### src/rtl/vga_sync_detect.sv
// vga_sync_detect: measures HSYNC/VSYNC timing (totals, sync widths, polarities)
// on the pixel clock and reports LOCKED once consecutive frames measure alike.
// Optional feature macro: VGA_SYNC_DETECT_FILTER_EN adds a 3-sample majority
// filter on both sync inputs, rejecting single-cycle glitches (+2 cycles latency).
module vga_sync_detect #(
    parameter int unsigned LOCK_FRAMES = 2
) (
    input  logic        CLK,
    input  logic        RST,
    input  logic        HSYNC_IN,
    input  logic        VSYNC_IN,
    output logic [11:0] H_TOTAL,
    output logic [7:0]  H_SYNC,
    output logic        H_POL,
    output logic [11:0] V_TOTAL,
    output logic [7:0]  V_SYNC,
    output logic        V_POL,
    output logic        MEAS_STB,
    output logic        LOCKED
);
    localparam logic [11:0] CNT_MAX = 12'hFFF;
    localparam logic [3:0]  LOCK_N  = 4'(LOCK_FRAMES);

    typedef enum logic [1:0] {
        IDLE = 2'd0,
        ACQ  = 2'd1,
        LOCK = 2'd2
    } state_e;

    function automatic logic [11:0] sat_inc(input logic [11:0] v);
        return (v == CNT_MAX) ? v : v + 12'd1;
    endfunction

    function automatic logic [7:0] sat8(input logic [11:0] v);
        return (v > 12'd255) ? 8'hFF : v[7:0];
    endfunction

    logic hs_in_s, vs_in_s;
    logic hs_q, vs_q, hs_prev_q, vs_prev_q;

    // Register the sync levels and keep a one-cycle-delayed copy for edge detection.
    // NOTE: sequential state uses non-blocking (<=) so every flop samples pre-edge values.
    always_ff @(posedge CLK) begin
        if (!RST) begin
            hs_q      <= 1'b0;
            vs_q      <= 1'b0;
            hs_prev_q <= 1'b0;
            vs_prev_q <= 1'b0;
        end else begin
            hs_q      <= hs_in_s;
            vs_q      <= vs_in_s;
            hs_prev_q <= hs_q;
            vs_prev_q <= vs_q;
        end
    end

`ifdef VGA_SYNC_DETECT_FILTER_EN
    logic [2:0] hs_sh_q, vs_sh_q;

    assign hs_in_s = (hs_sh_q[0] & hs_sh_q[1]) | (hs_sh_q[0] & hs_sh_q[2]) | (hs_sh_q[1] & hs_sh_q[2]);
    assign vs_in_s = (vs_sh_q[0] & vs_sh_q[1]) | (vs_sh_q[0] & vs_sh_q[2]) | (vs_sh_q[1] & vs_sh_q[2]);

    // Raw input samples feeding the majority vote; bit 0 is the newest.
    always_ff @(posedge CLK) begin
        if (!RST) begin
            hs_sh_q <= 3'b000;
            vs_sh_q <= 3'b000;
        end else begin
            hs_sh_q <= {hs_sh_q[1:0], HSYNC_IN};
            vs_sh_q <= {vs_sh_q[1:0], VSYNC_IN};
        end
    end
`else
    assign hs_in_s = HSYNC_IN;
    assign vs_in_s = VSYNC_IN;
`endif

    logic hs_rise, hs_tgl, vs_rise;
    assign hs_rise = hs_q & ~hs_prev_q;
    assign hs_tgl  = hs_q ^ hs_prev_q;
    assign vs_rise = vs_q & ~vs_prev_q;

    // ph_cnt_q counts cycles of the current HSYNC level; at a rising edge it holds
    // the just-finished low phase, so no separate low-length register is needed.
    logic [11:0] ph_cnt_q, ph_cnt_d, hi_len_q, hi_len_d;
    logic [11:0] ln_total_q, ln_total_d;
    logic [7:0]  ln_sync_q, ln_sync_d;
    logic        ln_pol_q, ln_pol_d;
    logic        unstable_q, unstable_d;
    logic [11:0] vhi_q, vhi_d, vlo_q, vlo_d;

    logic [12:0] line_sum, frame_sum;
    logic [11:0] line_len, line_min, frame_len, frame_min;
    assign line_sum  = {1'b0, hi_len_q} + {1'b0, ph_cnt_q};
    assign line_len  = line_sum[12] ? CNT_MAX : line_sum[11:0];
    assign line_min  = (hi_len_q <= ph_cnt_q) ? hi_len_q : ph_cnt_q;
    assign frame_sum = {1'b0, vhi_q} + {1'b0, vlo_q};
    assign frame_len = frame_sum[12] ? CNT_MAX : frame_sum[11:0];
    assign frame_min = (vhi_q <= vlo_q) ? vhi_q : vlo_q;

    state_e state_q, state_d;
    logic   timeout, load, meas_match;
    assign timeout = (ph_cnt_q == CNT_MAX) | (vhi_q == CNT_MAX) | (vlo_q == CNT_MAX);
    assign load    = vs_rise & (state_q != IDLE) & ~timeout;

    logic [11:0] h_total_q, v_total_q;
    logic [7:0]  h_sync_q, v_sync_q;
    logic        h_pol_q, v_pol_q, meas_stb_q;

    assign meas_match = (ln_total_q == h_total_q) && (ln_sync_q == h_sync_q) &&
                        (ln_pol_q == h_pol_q) && (frame_len == v_total_q) &&
                        (sat8(frame_min) == v_sync_q) && ((vhi_q <= vlo_q) == v_pol_q);

    // Next-state for the phase/line counters, per-line measurement and stability flag.
    // NOTE: every always_comb output gets a default first, so no latch can be inferred.
    always_comb begin
        ph_cnt_d   = hs_tgl ? 12'd1 : sat_inc(ph_cnt_q);
        hi_len_d   = hi_len_q;
        ln_total_d = ln_total_q;
        ln_sync_d  = ln_sync_q;
        ln_pol_d   = ln_pol_q;
        unstable_d = unstable_q;
        vhi_d      = vhi_q;
        vlo_d      = vlo_q;

        if (hs_tgl && !hs_q) hi_len_d = ph_cnt_q;
        if (hs_rise) begin
            ln_total_d = line_len;
            ln_sync_d  = sat8(line_min);
            ln_pol_d   = (hi_len_q <= ph_cnt_q);
        end

        // The frame closes before a coincident HSYNC edge, which opens the new frame.
        if (vs_rise) unstable_d = 1'b0;
        if (hs_rise && (line_len != ln_total_q)) unstable_d = 1'b1;

        if (vs_rise) begin
            vhi_d = {11'd0, hs_rise};
            vlo_d = 12'd0;
        end else if (hs_rise) begin
            if (vs_q) vhi_d = sat_inc(vhi_q);
            else      vlo_d = sat_inc(vlo_q);
        end
    end

    // Measurement registers and output latches loaded at frame end.
    always_ff @(posedge CLK) begin
        if (!RST) begin
            ph_cnt_q   <= 12'd0;
            hi_len_q   <= 12'd0;
            ln_total_q <= 12'd0;
            ln_sync_q  <= 8'd0;
            ln_pol_q   <= 1'b0;
            unstable_q <= 1'b0;
            vhi_q      <= 12'd0;
            vlo_q      <= 12'd0;
            h_total_q  <= 12'd0;
            h_sync_q   <= 8'd0;
            h_pol_q    <= 1'b0;
            v_total_q  <= 12'd0;
            v_sync_q   <= 8'd0;
            v_pol_q    <= 1'b0;
            meas_stb_q <= 1'b0;
        end else begin
            ph_cnt_q   <= ph_cnt_d;
            hi_len_q   <= hi_len_d;
            ln_total_q <= ln_total_d;
            ln_sync_q  <= ln_sync_d;
            ln_pol_q   <= ln_pol_d;
            unstable_q <= unstable_d;
            vhi_q      <= vhi_d;
            vlo_q      <= vlo_d;
            meas_stb_q <= load;
            if (load) begin
                h_total_q <= ln_total_q;
                h_sync_q  <= ln_sync_q;
                h_pol_q   <= ln_pol_q;
                v_total_q <= frame_len;
                v_sync_q  <= sat8(frame_min);
                v_pol_q   <= (vhi_q <= vlo_q);
            end
        end
    end

    logic [3:0] match_cnt_q, match_cnt_d;
    logic       first_q, first_d;

    // Lock FSM next-state: timeout dominates, the first frame after arm is only stored.
    always_comb begin
        state_d     = state_q;
        match_cnt_d = match_cnt_q;
        first_d     = first_q;
        if (timeout) begin
            state_d     = IDLE;
            match_cnt_d = 4'd0;
            first_d     = 1'b0;
        end else begin
            case (state_q)
                IDLE: if (vs_rise) begin
                    state_d     = ACQ;
                    match_cnt_d = 4'd0;
                    first_d     = 1'b1;
                end
                ACQ: if (load) begin
                    if (first_q) begin
                        first_d     = 1'b0;
                        match_cnt_d = 4'd0;
                    end else if (meas_match && !unstable_q) begin
                        match_cnt_d = match_cnt_q + 4'd1;
                        if (match_cnt_q + 4'd1 == LOCK_N) state_d = LOCK;
                    end else begin
                        match_cnt_d = 4'd0;
                    end
                end
                LOCK: if (load && (!meas_match || unstable_q)) begin
                    state_d     = ACQ;
                    match_cnt_d = 4'd0;
                end
                default: state_d = IDLE;
            endcase
        end
    end

    // Lock FSM state register.
    always_ff @(posedge CLK) begin
        if (!RST) begin
            state_q     <= IDLE;
            match_cnt_q <= 4'd0;
            first_q     <= 1'b0;
        end else begin
            state_q     <= state_d;
            match_cnt_q <= match_cnt_d;
            first_q     <= first_d;
        end
    end

    assign H_TOTAL  = h_total_q;
    assign H_SYNC   = h_sync_q;
    assign H_POL    = h_pol_q;
    assign V_TOTAL  = v_total_q;
    assign V_SYNC   = v_sync_q;
    assign V_POL    = v_pol_q;
    assign MEAS_STB = meas_stb_q;
    assign LOCKED   = (state_q == LOCK);
endmodule
### config.mk
export PLATFORM = sky130hd
export DESIGN_NAME = vga_sync_detect
export DESIGN_NICKNAME = d
export VERILOG_FILES = /design/src/rtl/vga_sync_detect.sv
export SDC_FILE = /design/constraint.sdc
export NUM_CORES = 1
export LEC_CHECK = 0
export ABC_AREA = 1
export CAP_MARGIN = 20
export CORE_MARGIN = 10
export CORE_UTILIZATION = 30
export DETAILED_ROUTE_END_ITERATION = 16
export PLACE_DENSITY = 0.43
export SYNTH_ARGS = -nofsm -noshare
export SYNTH_HDL_FRONTEND = slang
export SYNTH_SLANG_ARGS = --single-unit
### constraint.sdc
create_clock -name CLK -period 2.8 [get_ports CLK]
set_input_delay 0.28 -clock CLK [delete_from_list [all_inputs] [get_ports CLK]]
set_output_delay 0.28 -clock CLK [all_outputs]
set_load 0.02 [all_outputs]
### Word-level counts from Yosys, hierarchy flattened

Cells that the tools add are included.

* output and inout port bits: 44
* register bits: 124
* bits of input ports: 4

* order comparisons: 4
* equal/unequal tests: 21
* reduce and logical (&&, ||, !) cells: 29
* mux-type cells: 30
* bitwise logic cells: 14
* $add $sub $neg: 6

Operator list (count)
* $mux W12: 4
* $add A12 B1 Y12 const B: 3
* $eq A12 B12 Y1 const B: 3
* $add A12 B12 Y13: 2
* $eq A12 B12 Y1: 2
* $gt A12 B8 Y1 const B: 2
* $le A12 B12 Y1: 2
* $mux W4: 5
* $eq A8 B8 Y1: 2
* $mux W8: 2
* $ne A2 B2 Y1 const B: 7
* $mux W2: 6
* $ne A12 B12 Y1: 1
* $pmux W4 S3: 1
* $reduce_and A3 Y1: 4
* $mux W1: 10
* $reduce_bool A2 Y1: 5
* $logic_and A1 B1 Y1: 9
* $not A1 Y1: 7
* $pmux W2 S3: 1
* $reduce_and A6 Y1: 1
* $reduce_or A2 Y1: 3
* $add A4 B1 Y4 const B: 1
* $and A1 B1 Y1: 4
* 13 further kinds: 17

### Depth between registers and ports, before layout

Gate-level depths: netlist (run 1).

* depth after elaboration: 12
* depth in mapped cells: 26

### Worst setup path before layout (run 1)

OpenSTA, ideal clock, no wires.

* kind: reg2reg
* start: register vlo_q[0]
* end: register match_cnt_q[1]
* cell stages (with the launch flop): 24
* path slack: 0.034 ns
* period minus slack after synthesis: 2.766 ns
* path buffers: 1
* library setup time: 0.113 ns
* data required time: 2.687 ns
* arrival: 2.653 ns
* path through: dfxtp_1 -> ha_1 -> inv_1 -> fa_1 -> inv_1 -> nand2_1 -> nand2_1 -> nand2_1 -> nand2_1 -> nand3_1 -> nand3_4 -> inv_4 -> buf_6 -> nand2_1 -> xor2_2 -> nand3_2 -> nor2_2 -> nand3_2 -> nand2_2 -> nand2_2 -> nand3_4 -> nand2_1 -> nand2_1 -> nor2_1

* cells in the longest elaborated chain, start to end: 12
* elaborated cells on any way between the ends: 28
* those cells by class: 1 x add/sub; 2 x order compare; 6 x eq/ne; 7 x mux; 3 x bitwise; 9 x reduce/logical

Ends and longest elaborated chain
* start, declared: line 90 `logic [11:0] vhi_q, vhi_d, vlo_q, vlo_d;`
* start signal, assigned: line 172 `vlo_q <= vlo_d;`
* $le A12 B12 Y1: line 99, 112
* $mux W12: line 99 `assign frame_min = (vhi_q <= vlo_q) ? vhi_q : vlo_q;`
* $gt A12 B8 Y1: line 35 `return (v > 12'd255) ? 8'hFF : v[7:0];`
* $mux W8: line 35
* $eq A8 B8 Y1: line 112 `(sat8(frame_min) == v_sync_q) && ((vhi_q <= vlo_q) == v_pol_q);`
* $logic_and A1 B1 Y1: line 111 `(ln_pol_q == h_pol_q) && (frame_len == v_total_q) &&`
* $logic_and A1 B1 Y1: line 112
* $logic_and A1 B1 Y1 / $logic_not A1 Y1 (equally long branches): line 208, 215
* $mux W4 / $logic_or A1 B1 Y1 (equally long branches): line 208, 215
* $mux W4 / $logic_and A1 B1 Y1 (equally long branches): line 205, 215
* $mux W4 / $ne A2 B1 Y1 (equally long branches)
* $pmux W4 S3 / $reduce_and A4 Y1 (equally long branches)
* end signal, assigned: line 232 `match_cnt_q <= match_cnt_d;`
* end, declared: line 185 `logic [3:0] match_cnt_q, match_cnt_d;`

Several ways; a longest one is shown, not always the timed one. The select of a mux whose other input is x is not followed.
A chain may end at the register's enable or synchronous reset.

### Final worst setup path (run 1)

Same ends and word-level chain as after synthesis.

==> flow_summary.ini, run 1 <==
[outcome]
status = finished, violations left
failed_checks = setup timing

[clock_network]
numCtsBuffers = 17
cts_buffer_depth = 2
clock_latency_ns = 0.43
clock-sinks = 124
cts_tree = built
htree_levels = 4
clockRootBuffer = clkbuf_16
path_clk_slew_ns = 0.06
hold_buffers = 0

[timing]
fin_tns_setup_ns = -0.00275
hold_viol = 0
tightestPinTransition_ns = 0.961
setup_violations = 1
maxSlewHeadroom_pct = 35.7
post-route-period-util_pct = 100
fmaxAchievable_mhz = 357
worst_slack_ns = -0.00275
fin_crit_ns = 2.80
fin_skew_ns = 0.0144
slew_viol_final = 0
rsz0062_at_grt = true
fin_worst_hold_slack_ns = 0.400

[worst_setup_path]
r2r-end = match_cnt_q[1]
regToRegStartpoint = vlo_q[0]
r2r_setup_slack_ns = -0.003
worstSetupStartpointType = flip-flop
required_ns = 3.13
crit_path_end_kind = flip-flop
crit_fanout = 8
arrival_ns = 3.13
ff2ff_path_depth = 23
criticalPathCategory = flip-flop to flip-flop

[layout]
final_util_pct = 41.9
n_fill_cell = 2837
multi_input_area_sq_um = 5250
antenna_cells = 0
final_area_sq_um = 11300
drive_gt1_share_pct = 23.3
nets = 1472
area_delta_synth_final_pct = 37.6
regArea_sq_um = 2500

[synthesis]
yosysTopAreaCell = dfxtp_1
ys_seq_elements = 124
synth_top_area_share_pct = 30.3
syn_area_sq_um = 8190
synth.net_count = 1277
synth_enable_flop_cells = 0
seq_area_frac_synth_pct = 30.3
synth_top_family_by_area = simple AND/OR/NAND/NOR gates
synth_compound_area_share_pct = 17.0
yosys.area_share.simple_pct = 28.9
synthCells = 1216
synthAdderAreaFrac_pct = 8.90
syn_area_per_cell_sq_um = 6.73
yosys-top-cells-area = dfxtp_1, nand2_1, inv_1
ys_types = 51
yosys_warnings = 0
ys_async_sr_fraction_pct = 0
synthXorXnorAreaFrac_pct = 3.84
synth_ff_type = dfxtp_1
synth.area.mux_share_pct = 0

[global_route]
antenna_found_initial = 0
grt_use_total_pct = 16.3
grt_pass1_vias = 8082
grt_max_degree = 64
grt_pass1_wl_microns = 43800
grt_overflow = 0

[min_path]
min_path_type = primary input to flip-flop
hold_depth = 3
min-delay-start = VSYNC_IN
min_to = vs_q

[floorplanning]
die_width_microns = 185
coreArea_sq_um = 26900
pin_count = 48
std_cell_rows = 60
dieHeight_microns = 185
initial_core_util_pct = 30.5
die_area_sq_um = 34300

[detailed_routing]
ant_nets = 0
drt_wl_total_microns = 27800
wl_per_cell_microns = 15.7
viasPerCell = 4.72
wl_met2_microns = 13500
vias = 8325
drc = 0
drt_iter0_drc = 408
firstDrtPassIters = 4
highest_layer = met4
routed-wl-met3_microns = 894
m1WireLength_microns = 13000

[power]
cellPowerDensity_nw_per_um2 = 528
ir_drop_mv = 0.367
p_leak_nw = 5.26

[placement]
dpl.hpwl_microns = 21500
dpl_cell_area_sq_um = 10000
io_buffer_count = 47
pre_cts_ws_ns = -0.172
routabilityCongestion = 0.889

[job]
maxCapViolCount = 0
## routing by layer
| metal | vias to the layer above | global-route usage, % |
|---|---|---|
| met3 | 25 | 3.00 |
| met1 | 3812 | 20.3 |
| met2 | 124 | 28.1 |
| met4 | 0 | 4.00 |
| met5 | - | 0 |
| li1 | 4364 | - |
## critical path, cell delays in order, from the launching register on
cell      delay, ns
dfxtp_4        0.36
ha_4           0.14
inv_2          0.04
fa_2           0.37
inv_2          0.07
nand2_2        0.06
nand2_2        0.06
nand2_2        0.06
nand2_4        0.08
nand3_2        0.09
nand3_4        0.15
clkinv_8       0.09
buf_8          0.14
buf_6          0.11
nand4_1        0.12
nand3_2        0.12
nor2_4         0.11
nand3_2        0.09
nand2_2        0.09
nand2_4        0.06
nand3_4        0.11
nand2_1        0.07
nand2_1        0.05
nor2_1         0.05
## placed cells by master (no fill, tap or decap), types with 5 or more instances in the layout
cell type        netlist  routed
a21oi_1              112     103
a21oi_2                0       8
a31oi_1               15      15
buf_4                  2     156
bufinv_16              0       5
clkbuf_16              0      17
clkdlybuf4s50_1        0      46
dfxtp_1              124     115
dfxtp_2                0       7
ha_1                  55      41
ha_4                   0      13
inv_1                187     182
inv_2                  4       9
nand2_1              223     206
nand2_2               18      31
nand2_4                2       6
nand3_1               59      51
nand3_2               10      18
nand4_1               27      27
nor2_1               109     101
nor2_2                 4       9
nor3_1                26      24
nor3b_1                8       7
nor4_1                 8       6
o21ai_0              108     106
or2_2                  5       5
xor2_1                30      27
## cell usage after synthesis (2+ instances only)
cell	number
nand3_2	10
nor2_2	4
nor2_1	109
nand2_2	18
fa_1	2
a21boi_0	2
nor3_1	26
buf_2	7
ha_1	55
nand3b_1	3
clkbuf_1	21
nand3_4	3
inv_2	4
or2_2	5
nor4_1	8
o21bai_1	4
nor3b_1	8
nand2_1	223
o21ai_1	5
inv_1	187
o21ai_0	108
nand4_1	27
dfxtp_1	124
and3_1	2
a31oi_1	15
xor2_1	30
nand3_1	59
o211ai_1	2
buf_4	2
nor3_2	2
xnor2_1	4
a21oi_1	112
nand2_4	2
a211oi_1	5
buf_6	2
## cell families after synthesis
group / count (synthesis)
DFF: 124
AOI/OAI and AO/OA: 262
xor gates and xnor gates: 35
and+or+nand+nor: 511
adders and majority gates: 57
buffers and inverters: 227
## final cells by class
class	count	share of cell area, %
Clock buffer	17	3.78
Multi-Input combinational cell	866	46.6
Tap cell	341	3.79
Inverter	193	6.54
Timing Repair Buffer	209	15.2
Sequential cell	124	22.2
Clock inverter	14	1.93
## where the power goes
| part | switching (mW) | total, mW | leakage (nW) | internal (mW) |
|---|---|---|---|---|
| Sequential | 0.123 | 2.01 | 1.01 | 1.89 |
| Clock | 0.913 | 2.49 | 0.317 | 1.58 |
| Combinational | 0.839 | 1.44 | 3.93 | 0.603 |
| Total | 1.87 | 5.95 | 5.26 | 4.07 |
## state kept, by name, indices dropped and copies added (netlist names)
| signal | flops |
|---|---|
| H_SYNC | 8 |
| first_q | 1 |
| vs_q | 1 |
| hs_q | 1 |
| V_POL | 1 |
| H_TOTAL | 12 |
| hs_prev_q | 1 |
| ln_pol_q | 1 |
| unstable_q | 1 |
| MEAS_STB | 1 |
| vhi_q | 12 |
| ln_total_q | 12 |
| V_TOTAL | 12 |
| H_POL | 1 |
| ln_sync_q | 8 |
| hi_len_q | 12 |
| match_cnt_q | 4 |
| vs_prev_q | 1 |
| state_q | 2 |
| ph_cnt_q | 12 |
| V_SYNC | 8 |
| vlo_q | 12 |
## worst max-delay path by stage
stage / startpoint / endpoint / slack (ns)
floorplan: vlo_q[0] / match_cnt_q[1] / 0.03
global placement: vhi_q[0] / match_cnt_q[2] / -0.11
detailed placement: vhi_q[0] / match_cnt_q[0] / -0.17
CTS: vlo_q[7] / match_cnt_q[0] / 0.0004
global route: vlo_q[1] / match_cnt_q[1] / -0.19
finish: vlo_q[0] / match_cnt_q[1] / -0.003
## timing repair
item / CTS / global route
cloned: 1 / 0
setup buffers: 1 / 12
pin swaps: 7 / 27
resized for setup: 24 / 89
setup endpoints to repair: 6 / 29
## per-stage QoR
stage                     total power [mW]  cells
final                                 5.95   1764
after global routing                  6.27   1764
after CTS                             5.97   1752
after detailed placement              3.42   1719
after global placement                3.42   1719
after floorplan                       2.87   1216
(Power assumes the default switching activity.)
==> inputs of run 2 (changes only) <==
Settings changed: CORE_UTILIZATION 30 to 35, PLACE_DENSITY 0.43 to 0.49, REMOVE_ABC_BUFFERS set to 1.
==> flow_summary.ini, run 2 (synthesis gave the netlist of run 1 again) <==
[clock_network]
clock_latency_ns = 0.43
htree_levels = 4
clockRootBuffer = clkbuf_16
path_clk_slew_ns = 0.07
numCtsBuffers = 17
clock-sinks = 124
hold_buffers = 0
cts_buffer_depth = 2
cts_tree = built

[worst_setup_path]
regToRegStartpoint = vlo_q[11]
r2r_setup_slack_ns = -0.005
crit_fanout = 8
crit_start = vlo_q[11]
required_ns = 3.13
worstSetupStartpointType = flip-flop
crit_path_end_kind = flip-flop
criticalPathCategory = flip-flop to flip-flop
arrival_ns = 3.13

[detailed_routing]
ant_nets = 0
drc = 0
viasPerCell = 4.83
vias = 8283
drt_iter0_drc = 533
wl_per_cell_microns = 15.3
firstDrtPassIters = 5
drt_wl_total_microns = 26300

[min_path]
min_path_type = primary input to flip-flop
min-delay-start = RST

[power]
p_leak_nw = 5.08
ir_drop_mv = 0.326
cellPowerDensity_nw_per_um2 = 523

[timing]
fin_crit_ns = 2.80
maxSlewHeadroom_pct = 41.2
fin_skew_ns = 0.0135
post-route-period-util_pct = 100
worst_slack_ns = -0.00468
fmaxAchievable_mhz = 357
tightestPinTransition_ns = 0.878
slew_viol_final = 0
setup_violations = 1
hold_viol = 0
rsz0062_at_grt = true

[outcome]
failed_checks = setup timing
status = finished, violations left

[layout]
final_util_pct = 47.3
nets = 1450
drive_gt1_share_pct = 20.3
antenna_cells = 0
area_delta_synth_final_pct = 32.1
final_area_sq_um = 10800
final_common_cell = nand2_1
fin_cells = 1715
n_fill_cell = 2404
final_cell_mix = nand2_1, inv_1, buf_4, dfxtp_1, o21ai_0

[placement]
routabilityCongestion = 0.883
dpl_cell_area_sq_um = 9870
dpl.hpwl_microns = 20600
io_buffer_count = 47
placed_cells = 1673

[global_route]
grt_max_degree = 46
grt_overflow = 0
grt_use_total_pct = 17.2
antenna_found_initial = 0
grt_pass1_wl_microns = 42100
grt_pass1_vias = 7913

[floorplanning]
die_width_microns = 173
initial_core_util_pct = 35.8
coreArea_sq_um = 22800
std_cell_rows = 55
dieHeight_microns = 173
pin_count = 48
die_area_sq_um = 29900

[job]
maxCapViolCount = 0
## run 2: cell count changes in the layout (fill, tap and decap cells not counted), moves of 4 or more
| cell | delta |
|---|---|
| ha_1 | +6 |
| nand2_2 | -4 |
| nand3_1 | +4 |
| nand3_2 | -4 |
| nand2_1 | +5 |
| buf_4 | -18 |
| ha_4 | -5 |
## run 2: final timing paths
kind | end | cells after the start
worst min-delay path | vs_prev_q | 4
worst max-delay path | match_cnt_q[2] | 20
worst min register to register | vs_prev_q | 2
worst max register to register | match_cnt_q[2] | 20
## run 2: routing by layer
metal / global-route usage (%) / part of all wire, % / up-vias
met4: 4.85 / 1.7 / 0
met5: 0 / 0 / -
met2: 29.5 / 49 / 131
met3: 2.94 / 3.4 / 28
li1: - / - / 4310
met1: 21.5 / 46 / 3814
## run 2: repair_timing
item / in CTS / in global routing
resized for setup: 13 / 63
gates cloned: 0 / 1
setup buffers: 1 / 8
pin swaps: 4 / 29
endpoints found under the setup margin: 5 / 21
## run 2: report_power, final
part / leakage [nW] / switching, mW / total [mW] / internal (mW)
Combinational: 3.78 / 0.823 / 1.39 / 0.568
Sequential: 1.01 / 0.121 / 2.01 / 1.89
Clock: 0.286 / 0.935 / 2.26 / 1.33
Total: 5.08 / 1.88 / 5.66 / 3.78
## run 2: area by class of cell
type                    count  area, sq um  area share (%)
repair buffers            187         1530            14.2
well taps                 313          392            3.62
clock buffers              17          425            3.93
multi-input cells         865         5070            46.8
inverters                 193          732            6.77
flip-flops and latches    124         2490            23.1
repair inverters            1         8.76          0.0810
clock inverters            15          163            1.50
## run 2: critical path, cell delays in order (launching register included)
cell and delay, ns:
dfxtp_1 0.32, inv_1 0.05, ha_1 0.33, buf_4 0.17
o21bai_1 0.08, a21oi_1 0.13, buf_4 0.15, nand3_4 0.16
buf_4 0.18, o21bai_1 0.11, nand2_1 0.12, nor2_2 0.12
nand3_2 0.10, nor2_4 0.13, nand3_2 0.10, nand2_2 0.09
nand2_4 0.06, nand3_4 0.11, nand2_1 0.07, nand2_1 0.05
nor2_1 0.04
## run 2: through the flow
stage	hold WS [ns]	setup TNS (ns)	total power [mW]	worst slack [ns]
after floorplan	0.373	-8.30	2.84	-0.452
after global placement	0.432	-0.348	3.39	-0.0755
after detailed placement	0.443	-0.447	3.39	-0.103
after CTS	0.359	0	5.67	0.0145
after global routing	0.379	-1.08	5.96	-0.229
final	0.370	-0.00468	5.66	-0.00468
